===== src/rtl/fruit_pkg.sv =====
// Shared types and helpers for the fruit spawn scheduler.
package fruit_pkg;

    localparam int NUM_FRUITS = 6;

    typedef enum logic [1:0] {
        FRUIT_BANANA = 2'd0,
        FRUIT_APPLE  = 2'd1,
        FRUIT_GRAPE  = 2'd2
    } fruit_t;

    typedef enum logic [2:0] {
        S_IDLE       = 3'd0,
        S_LOAD_DELAY = 3'd1,
        S_WAIT       = 3'd2,
        S_SEARCH     = 3'd3,
        S_SPAWN      = 3'd4
    } state_t;

    function automatic logic [1:0] mod3_8b(input logic [7:0] r);
        logic [7:0] m;
        m = r % 8'd3;
        return m[1:0];
    endfunction

endpackage


===== src/rtl/fruit_spawn_scheduler_finder.sv =====
// Finds the first free slot scanning upward from rr_ptr, wrapping 5->0.
module rr_free_slot_finder
    import fruit_pkg::*;
(
    input  logic [5:0] free,
    input  logic [2:0] rr_ptr,
    output logic       found,
    output logic [2:0] idx
);

    logic [3:0] pos;

    always_comb begin
        found = 1'b0;
        idx   = 3'd0;
        pos   = 4'd0;
        for (int k = 0; k < NUM_FRUITS; k++) begin
            pos = {1'b0, rr_ptr} + 4'(k);
            if (pos >= 4'(NUM_FRUITS))
                pos = pos - 4'(NUM_FRUITS);
            if (!found && free[pos[2:0]]) begin
                found = 1'b1;
                idx   = pos[2:0];
            end
        end
    end

endmodule


===== src/rtl/fruit_spawn_scheduler.sv =====
// Frame-paced fruit spawner: random delay, round-robin slot pick,
// random type, and active-slot tracking until collected.
module fruit_spawn_scheduler
    import fruit_pkg::*;
#(
    parameter int         MIN_DELAY  = 30,
    parameter logic [7:0] DELAY_MASK = 8'h3F,
    parameter int         MAX_ACTIVE = 4
) (
    input  logic        clk,
    input  logic        resetN,
    input  logic        startOfFrame,
    input  logic        game_enable,
    input  logic [7:0]  rand_in,
    input  logic [5:0]  collect,
    output logic [5:0]  fruit_active,
    output logic [11:0] fruit_types,
    output logic        spawn_valid,
    output logic [2:0]  spawn_idx,
    output logic [1:0]  spawn_type
);

    state_t     state;
    logic [8:0] delay_cnt;
    logic [2:0] rr_ptr;
    logic [2:0] idx_q;
    logic       found;
    logic [2:0] find_idx;
    logic [2:0] active_cnt;
    logic       at_limit;
    logic [1:0] rand_type;
    logic [2:0] next_ptr;
    logic [5:0] spawn_mask;

    rr_free_slot_finder u_finder (
        .free   (~fruit_active),
        .rr_ptr (rr_ptr),
        .found  (found),
        .idx    (find_idx)
    );

    always_comb begin
        active_cnt = 3'd0;
        for (int i = 0; i < NUM_FRUITS; i++)
            active_cnt = active_cnt + 3'(fruit_active[i]);
    end

    assign at_limit   = active_cnt >= 3'(MAX_ACTIVE);
    assign rand_type  = mod3_8b(rand_in);
    assign next_ptr   = (idx_q == 3'd5) ? 3'd0 : idx_q + 3'd1;
    assign spawn_mask = (state == S_SPAWN) ? (6'b000001 << idx_q) : 6'b0;

    always_ff @(posedge clk or negedge resetN) begin
        if (!resetN) begin
            state        <= S_IDLE;
            delay_cnt    <= 9'd0;
            rr_ptr       <= 3'd0;
            idx_q        <= 3'd0;
            fruit_active <= 6'b0;
            fruit_types  <= 12'b0;
            spawn_valid  <= 1'b0;
            spawn_idx    <= 3'd0;
            spawn_type   <= 2'd0;
        end else if (!game_enable) begin
            // mid-level abort wipes the board
            state        <= S_IDLE;
            delay_cnt    <= 9'd0;
            rr_ptr       <= 3'd0;
            fruit_active <= 6'b0;
            fruit_types  <= 12'b0;
            spawn_valid  <= 1'b0;
        end else begin
            spawn_valid  <= 1'b0;
            fruit_active <= (fruit_active & ~collect) | spawn_mask;
            case (state)
                S_IDLE: state <= S_LOAD_DELAY;
                S_LOAD_DELAY: begin
                    delay_cnt <= 9'(MIN_DELAY)
                               + {1'b0, rand_in & DELAY_MASK};
                    state     <= S_WAIT;
                end
                S_WAIT: begin
                    if (startOfFrame) begin
                        if (delay_cnt == 9'd0)
                            state <= S_SEARCH;
                        else
                            delay_cnt <= delay_cnt - 9'd1;
                    end
                end
                S_SEARCH: begin
                    if (found && !at_limit) begin
                        idx_q <= find_idx;
                        state <= S_SPAWN;
                    end
                end
                S_SPAWN: begin
                    spawn_valid <= 1'b1;
                    spawn_idx   <= idx_q;
                    spawn_type  <= rand_type;
                    fruit_types[{idx_q, 1'b0} +: 2] <= rand_type;
                    rr_ptr      <= next_ptr;
                    state       <= S_LOAD_DELAY;
                end
                default: state <= S_IDLE;
            endcase
        end
    end

endmodule

===== config.mk =====
export PLATFORM = sky130hd
export DESIGN_NAME = fruit_spawn_scheduler
export DESIGN_NICKNAME = d
export VERILOG_FILES = /design/src/rtl/fruit_pkg.sv /design/src/rtl/fruit_spawn_scheduler_finder.sv /design/src/rtl/fruit_spawn_scheduler.sv
export SDC_FILE = /design/constraint.sdc
export NUM_CORES = 1
export LEC_CHECK = 0
export BUFFER_PORTS_ARGS = -buffer_cell sky130_fd_sc_hd__buf_2
export CAP_MARGIN = 20
export CORE_AREA = 3 3 120 64
export DETAILED_ROUTE_END_ITERATION = 10
export DIE_AREA = 0 0 123 67
export GPL_TIMING_DRIVEN = 0
export PLACE_DENSITY = 0.76
export SYNTH_ARGS = -nofsm -noshare
export SYNTH_HDL_FRONTEND = slang
export SYNTH_HIERARCHICAL = 1
export SYNTH_SLANG_ARGS = --single-unit

===== constraint.sdc =====
create_clock -name clk -period 4.8 [get_ports clk]
set_clock_uncertainty 0.05 [all_clocks]
set_input_delay 0.24 -clock clk [delete_from_list [all_inputs] [get_ports clk]]
set_output_delay 0.24 -clock clk [all_outputs]
set_load 0.02 [all_outputs]

== Word-level counts from Yosys, hierarchy flattened ==
Index checks and enable logic that the tools add are counted.
Word-level totals
  bits in registers: 42
  bits in latches: 0
  memory bits (writable): 0
  bits in read-only memories: 0
  output and inout port bits: 24
  logic and storage cells: 129
  memories kept: 0
Operators by class
  $add $sub $neg: 20
  multipliers: 0
  divide/modulo/power cells: 1
  magnitude comparators: 13
  equality and inequality tests: 11
  shifts and indexed selects: 3
  muxes and demuxes: 49
  bitwise gates (word level): 4
  reduce and logical (&&, ||, !) cells: 19
Operators with widths (number)
  two-way mux 3 bit: 19
  two-way mux 9 bit: 3
  < comparator 3 x 4 -> 1 bit, second input constant: 6
  two-way mux 12 bit: 2
  greater-or-equal comparator 4 x 3 -> 1 bit, second input constant: 5
  binary-select mux 1 bit (select 3 bit): 6
  one-hot mux 9 bit (2 select lines): 1
  subtractor 3 bit, second input constant: 6
  two-way mux 1 bit: 14
  bitwise mux 12 bit: 1
  two-way mux 6 bit: 2
  != test 3 bit, second input constant: 4
  NOT 6 bit: 2
  one-hot mux 3 bit (4 select lines): 1
  variable shift 2 x 6 -> 12 bit, first input constant: 1
  indexed part select 2 x 6 -> 12 bit: 1
  adder 3 x 1 -> 3 bit: 3
  zero test 9 bit: 1
  AND reduction 3 bit: 3
  subtractor 9 x 1 -> 9 bit, second input constant: 1
  adder 3 x 2 -> 4 bit, second input constant: 2
  adder 3 x 3 -> 4 bit, second input constant: 2
  remainder unit 8 x 2 -> 8 bit, second input constant: 1
  adder 5 x 6 -> 7 bit, first input constant: 1
  other kinds (19): 32

== Depth between registers and ports, before layout ==
  depth after elaboration: 24
  gate-level depth with buffers: 17

== By module ==
Netlist, hierarchy kept.
Modules (own cells, without submodules)
  fruit_spawn_scheduler: times used 1, cells each 341, area an instance 2996.6 um2, sequential area each 1051.0 um2
  rr_free_slot_finder: times used 1, cells each 121, area an instance 942.2 um2, sequential area each 0.0 um2

== Worst setup path before layout ==
OpenSTA, ideal clock, no wires.
  path kind: input-to-reg
  from: in rand_in[5]
  to: reg fruit_types[11]
  arrival: 2.904 ns
  required time: 4.600 ns
  setup slack: 1.696 ns
  cell stages on the path: 17
  path through: buf_2 > buf_2 > nor4b_2 > nand2_1 > a32oi_1 > nor2_1 > inv_1 > ha_1 > nor2b_1 > mux2i_1 > mux2i_2 > ha_1 > a31o_2 > a21oi_2 > and3_4 > a21oi_4 > a21oi_1
On the way
  cells in the longest elaborated chain, start to end: 5
RTL lines
  from (decl): RTL line fruit_spawn_scheduler.sv:14  | input logic [7:0] rand_in,
  remainder unit 8 x 2 -> 8 bit: RTL line fruit_pkg.sv:22  | m = r % 8'd3;
  indexed part select 2 x 6 -> 12 bit: RTL line fruit_spawn_scheduler.sv:100  | fruit_types[{idx_q, 1'b0} +: 2] <= rand_type;
  bitwise mux 12 bit: RTL line fruit_spawn_scheduler.sv:100
  two-way mux 12 bit: RTL line fruit_spawn_scheduler.sv:75  | case (state)
  two-way mux 12 bit: RTL line fruit_spawn_scheduler.sv:64  | end else if (!game_enable) begin
  to (signal, indexed assignment): RTL line fruit_spawn_scheduler.sv:100
  to (decl): RTL line fruit_spawn_scheduler.sv:17  | output logic [11:0] fruit_types,
No other way between the ends. The select of a mux whose other input is x is not followed.
A chain may end at the register's enable or synchronous reset.

== Worst setup path in the final report ==
  from: reg rr_ptr[0]
  to: reg idx_q[0]
On the way
  cells in the longest elaborated chain, start to end: 22
  elaborated cells on any way between the ends: 59
  classes of those cells: 11 x add/sub; 6 x order compare; 30 x mux; 12 x reduce/logical
RTL lines
  from (decl): RTL line fruit_spawn_scheduler.sv:25  | logic [2:0] rr_ptr;
  from (signal assigned): RTL line fruit_spawn_scheduler.sv:101  | rr_ptr <= next_ptr;
  parallel branches: the longest is 19 deep, another holds adder 3 x 1 -> 4 bit
  two-way mux 1 bit *: RTL line fruit_spawn_scheduler_finder.sv:21  | if (!found && free[pos[2:0]]) begin
  named net found: RTL line fruit_spawn_scheduler.sv:27  | logic found;
  logical AND 1 bit *: RTL line fruit_spawn_scheduler.sv:91  | if (found && !at_limit) begin
  AND reduction 3 bit (no source line) *
  to (signal assigned): RTL line fruit_spawn_scheduler.sv:92  | idx_q <= find_idx;
  to (decl): RTL line fruit_spawn_scheduler.sv:26  | logic [2:0] idx_q;
Mark *: on every way through the listed nets, which the timed path passes. The select of a mux whose other input is x is not followed.

==> out/results.tsv <==
metric	value	unit
root buffer cell	clkbuf_16	
met2 Use GR	39.8	%
post-route ant nets	0	
Starting DRT DRC Count	254	
Max clock buf depth	2	
Top Usage Layer GRT	met2	
CTS tree	yes	
clk_lat worst skew	280	ps
minimum clock period	3630	ps
Switching Share	35.6	%
drt wl/cell	14.9	µm
Req. time, crit path	4890	ps
H-tree Lvls	2	
GRT Total Usage	22.8	%
setup bufs post-CTS	0	
Mapped Cells	462	
pwr dens	259	nW/µm²
fmax	0.276	GHz
RSZ-0062 raised after global routing	false	
critical path's most frequent cell	buf_6	
GPL Wtd Cong	0.895	
Finished Cell Area	4380	µm²
CTS hold repair buffers	0	
Final Max Slew Viols	0	
slowest CP cell	a211oi_1	
Initial Util	59.3	%
antenna violations before repair	0	
critical path startpoint category	flop	
placed inst area	4250	µm²
Post-Syn Nets	504	
Final setup viols	0	
max_cap viols	0	
critical path, cell by cell	buf_6 -> buf_6 -> inv_1 -> ha_1 -> a21bo_2 -> a211oi_1 -> a211oi_2 -> o21ai_2 -> nor4_4 -> nand3b_1 -> nor3b_1 -> nand3_1 -> nor2_1 -> o21ai_0	
yosys warns	6	
largest net degree at the start of global routing	43	
Synth top cells by count	45 x nor2_1, 42 x dfrtp_1, 39 x nand2_1, 32 x inv_1, 30 x o21ai_0	
Synth Flop Type	dfrtp_1	
area grow syn2layout	11.3	%
design internal power	0.731	mW
Crit path arrival time	3720	ps
total clock sinks	42	
Fill cells	599	
Hold Crit Class	input pin to asynchronous set/reset pin	
Via Count	3514	
met1 Use GR	29.9	%
Crit Path Class	flop to flop	
clock share of power	27.7	%
Peak supply drop	0.174	mV
max incr delay on CP	540	ps
DRC Markers	0	
met3 usage	2.80	%
site row count	21	
Leakage Power	1.88	nW
fin nets	550	
post-synthesis sequential area ratio	26.7	%
post-synth top area share	26.7	%
IO Pins	42	
Die Height	67	µm
Final Hold Vio Count	0	
Via-to-Cell Ratio	5.86	
Avg Cell Area, Syn	8.53	µm²
CTS Buf Count	5	
run status	complete, no violations	
WL final	8920	µm
Die ar.	8240	µm²
relative slew slack	39.8	%
Slew @ Worst Pin	903	ps
1st-pass router iterations	5	
NetSw	0.404	mW
Mapped Area	3940	µm²
total core area	6650	µm²
most frequent cell after synthesis	nor2_1	
IO buf count	39	
Die W	123	µm
asr flop ratio synth	100	%
hpwl dp	6900	µm
Pwr Total	1.14	mW
Synth area leaders	dfrtp_1 27%, ha_1 7.0%, nor2_1 4.3%	
aggregate global routing overflow	0	
post-synth top area cell	dfrtp_1	
layout cell share with drive strength beyond 1	20.7	%
Clk pin slew, worst setup/hold paths	50	ps
post-route clock period utilization	75.6	%
Synth Register Bits	42	
Critical Path Sink Type	flop	
vias in the first global route	3233	
Gate power share	34.8	%
antenna diode count	0	
first-pass GRT wire length	15200	µm
EDFF count, synth	0	
Worst Path Max Fanout	10	
CTS resizes	0	
Netlist cell types	92	
Flop pwr share	37.5	%
setup tns final	0	ps
==> cell families after synthesis <==
group,Yosys count,synth area share (%)
XOR/XNOR,14,3.69
AND/OR/NAND/NOR,170,23.9
adder cells (fa/ha/maj),24,8.01
AO/OA/AOI/OAI,139,25.9
flip-flops,42,26.7
buffers and inverters,57,6.96
multiplexers,16,4.89
==> critical path, delay by kind of cell, from the launching register on <==
family / cells / cell delay, ps
adder cells (fa/ha/maj): 1 / 360
buffers and inverters: 3 / 420
AO/OA/AOI/OAI: 5 / 1140
flip-flops: 1 / 470
AND/OR/NAND/NOR: 5 / 1040
==> final cells by class <==
type	count	area [µm²]	share of cell area, %
sequential	42	1050	24.0
buffer	24	150	3.42
tap	92	115	2.63
timing repair buffer	39	195	4.45
clock inverter	2	10.0	0.228
inverter	33	124	2.83
clock buffer	5	125	2.85
multi-input combinational	363	2610	59.6
==> path summary, 6_finish.rpt <==
check	startpoint	end	slack [ps]	depth (start not counted)
max	rr_ptr[0]	idx_q[0]	1170	14
min	resetN	spawn_idx[1]	50	1
max reg2reg	rr_ptr[0]	idx_q[0]	1170	14
min reg2reg	fruit_types[9]	fruit_types[9]	430	2
max in group asynchronous	resetN	fruit_types[4]	4090	1
min in group clk	startOfFrame	delay_cnt[8]	120	2
==> metrics by stage <==
step	hold slack, ps	util, %	worst slack, ps	instances
final	47.2	66.0	1170	600
after global routing	128	66.0	844	600
after CTS	78.3	66.0	1180	600
after detailed placement	374	63.9	1180	593
after global placement	381	63.9	1220	593
after floorplan	-106	-	1700	462
==> per-layer routing <==
| metal | up-vias | share of wire [%] | routed length (µm) |
|---|---|---|---|
| met1 | 1674 | 47 | 4180 |
| met4 | 0 | 1.3 | 117 |
| li1 | 1779 | - | - |
| met5 | - | 0 | 0 |
| met2 | 48 | 50 | 4420 |
| met3 | 13 | 2.3 | 202 |
==> power by group through the flow <==
stage	Combinational (mW)	Clock, mW	Sequential, mW
after floorplan	0.282	0	0.441
after global placement	0.383	0	0.430
after detailed placement	0.392	0	0.432
after CTS	0.395	0.317	0.426
after global routing	0.442	0.332	0.432
final	0.395	0.314	0.426
==> flip-flops by register name, indices dropped and copies added, names as in the netlist, 2 cells and up <==
signal and cells:
fruit_types 12, delay_cnt 9, fruit_active 6, idx_q 3
rr_ptr 3, spawn_idx 3, state 3, spawn_type 2
==> cells in the final DEF (no fill, tap or decap), types with 5 or more instances in the layout <==
| cell type | count |
|---|---|
| nor2_1 | 45 |
| xnor2_1 | 8 |
| a21oi_1 | 20 |
| o21ai_0 | 30 |
| mux2i_1 | 7 |
| ha_1 | 22 |
| dfrtp_1 | 42 |
| o21ai_1 | 10 |
| nand2b_1 | 6 |
| nor3_1 | 11 |
| nor2b_1 | 9 |
| buf_2 | 45 |
| clkbuf_1 | 8 |
| a31oi_1 | 5 |
| nand3_1 | 10 |
| and2_1 | 8 |
| nand2_1 | 39 |
| a211oi_1 | 8 |
| nor3b_1 | 6 |
| nand3b_1 | 5 |
| clkbuf_16 | 5 |
| inv_1 | 32 |
| o22ai_1 | 5 |
| buf_6 | 6 |
No activity file was read; power rests on OpenSTA's default activity.
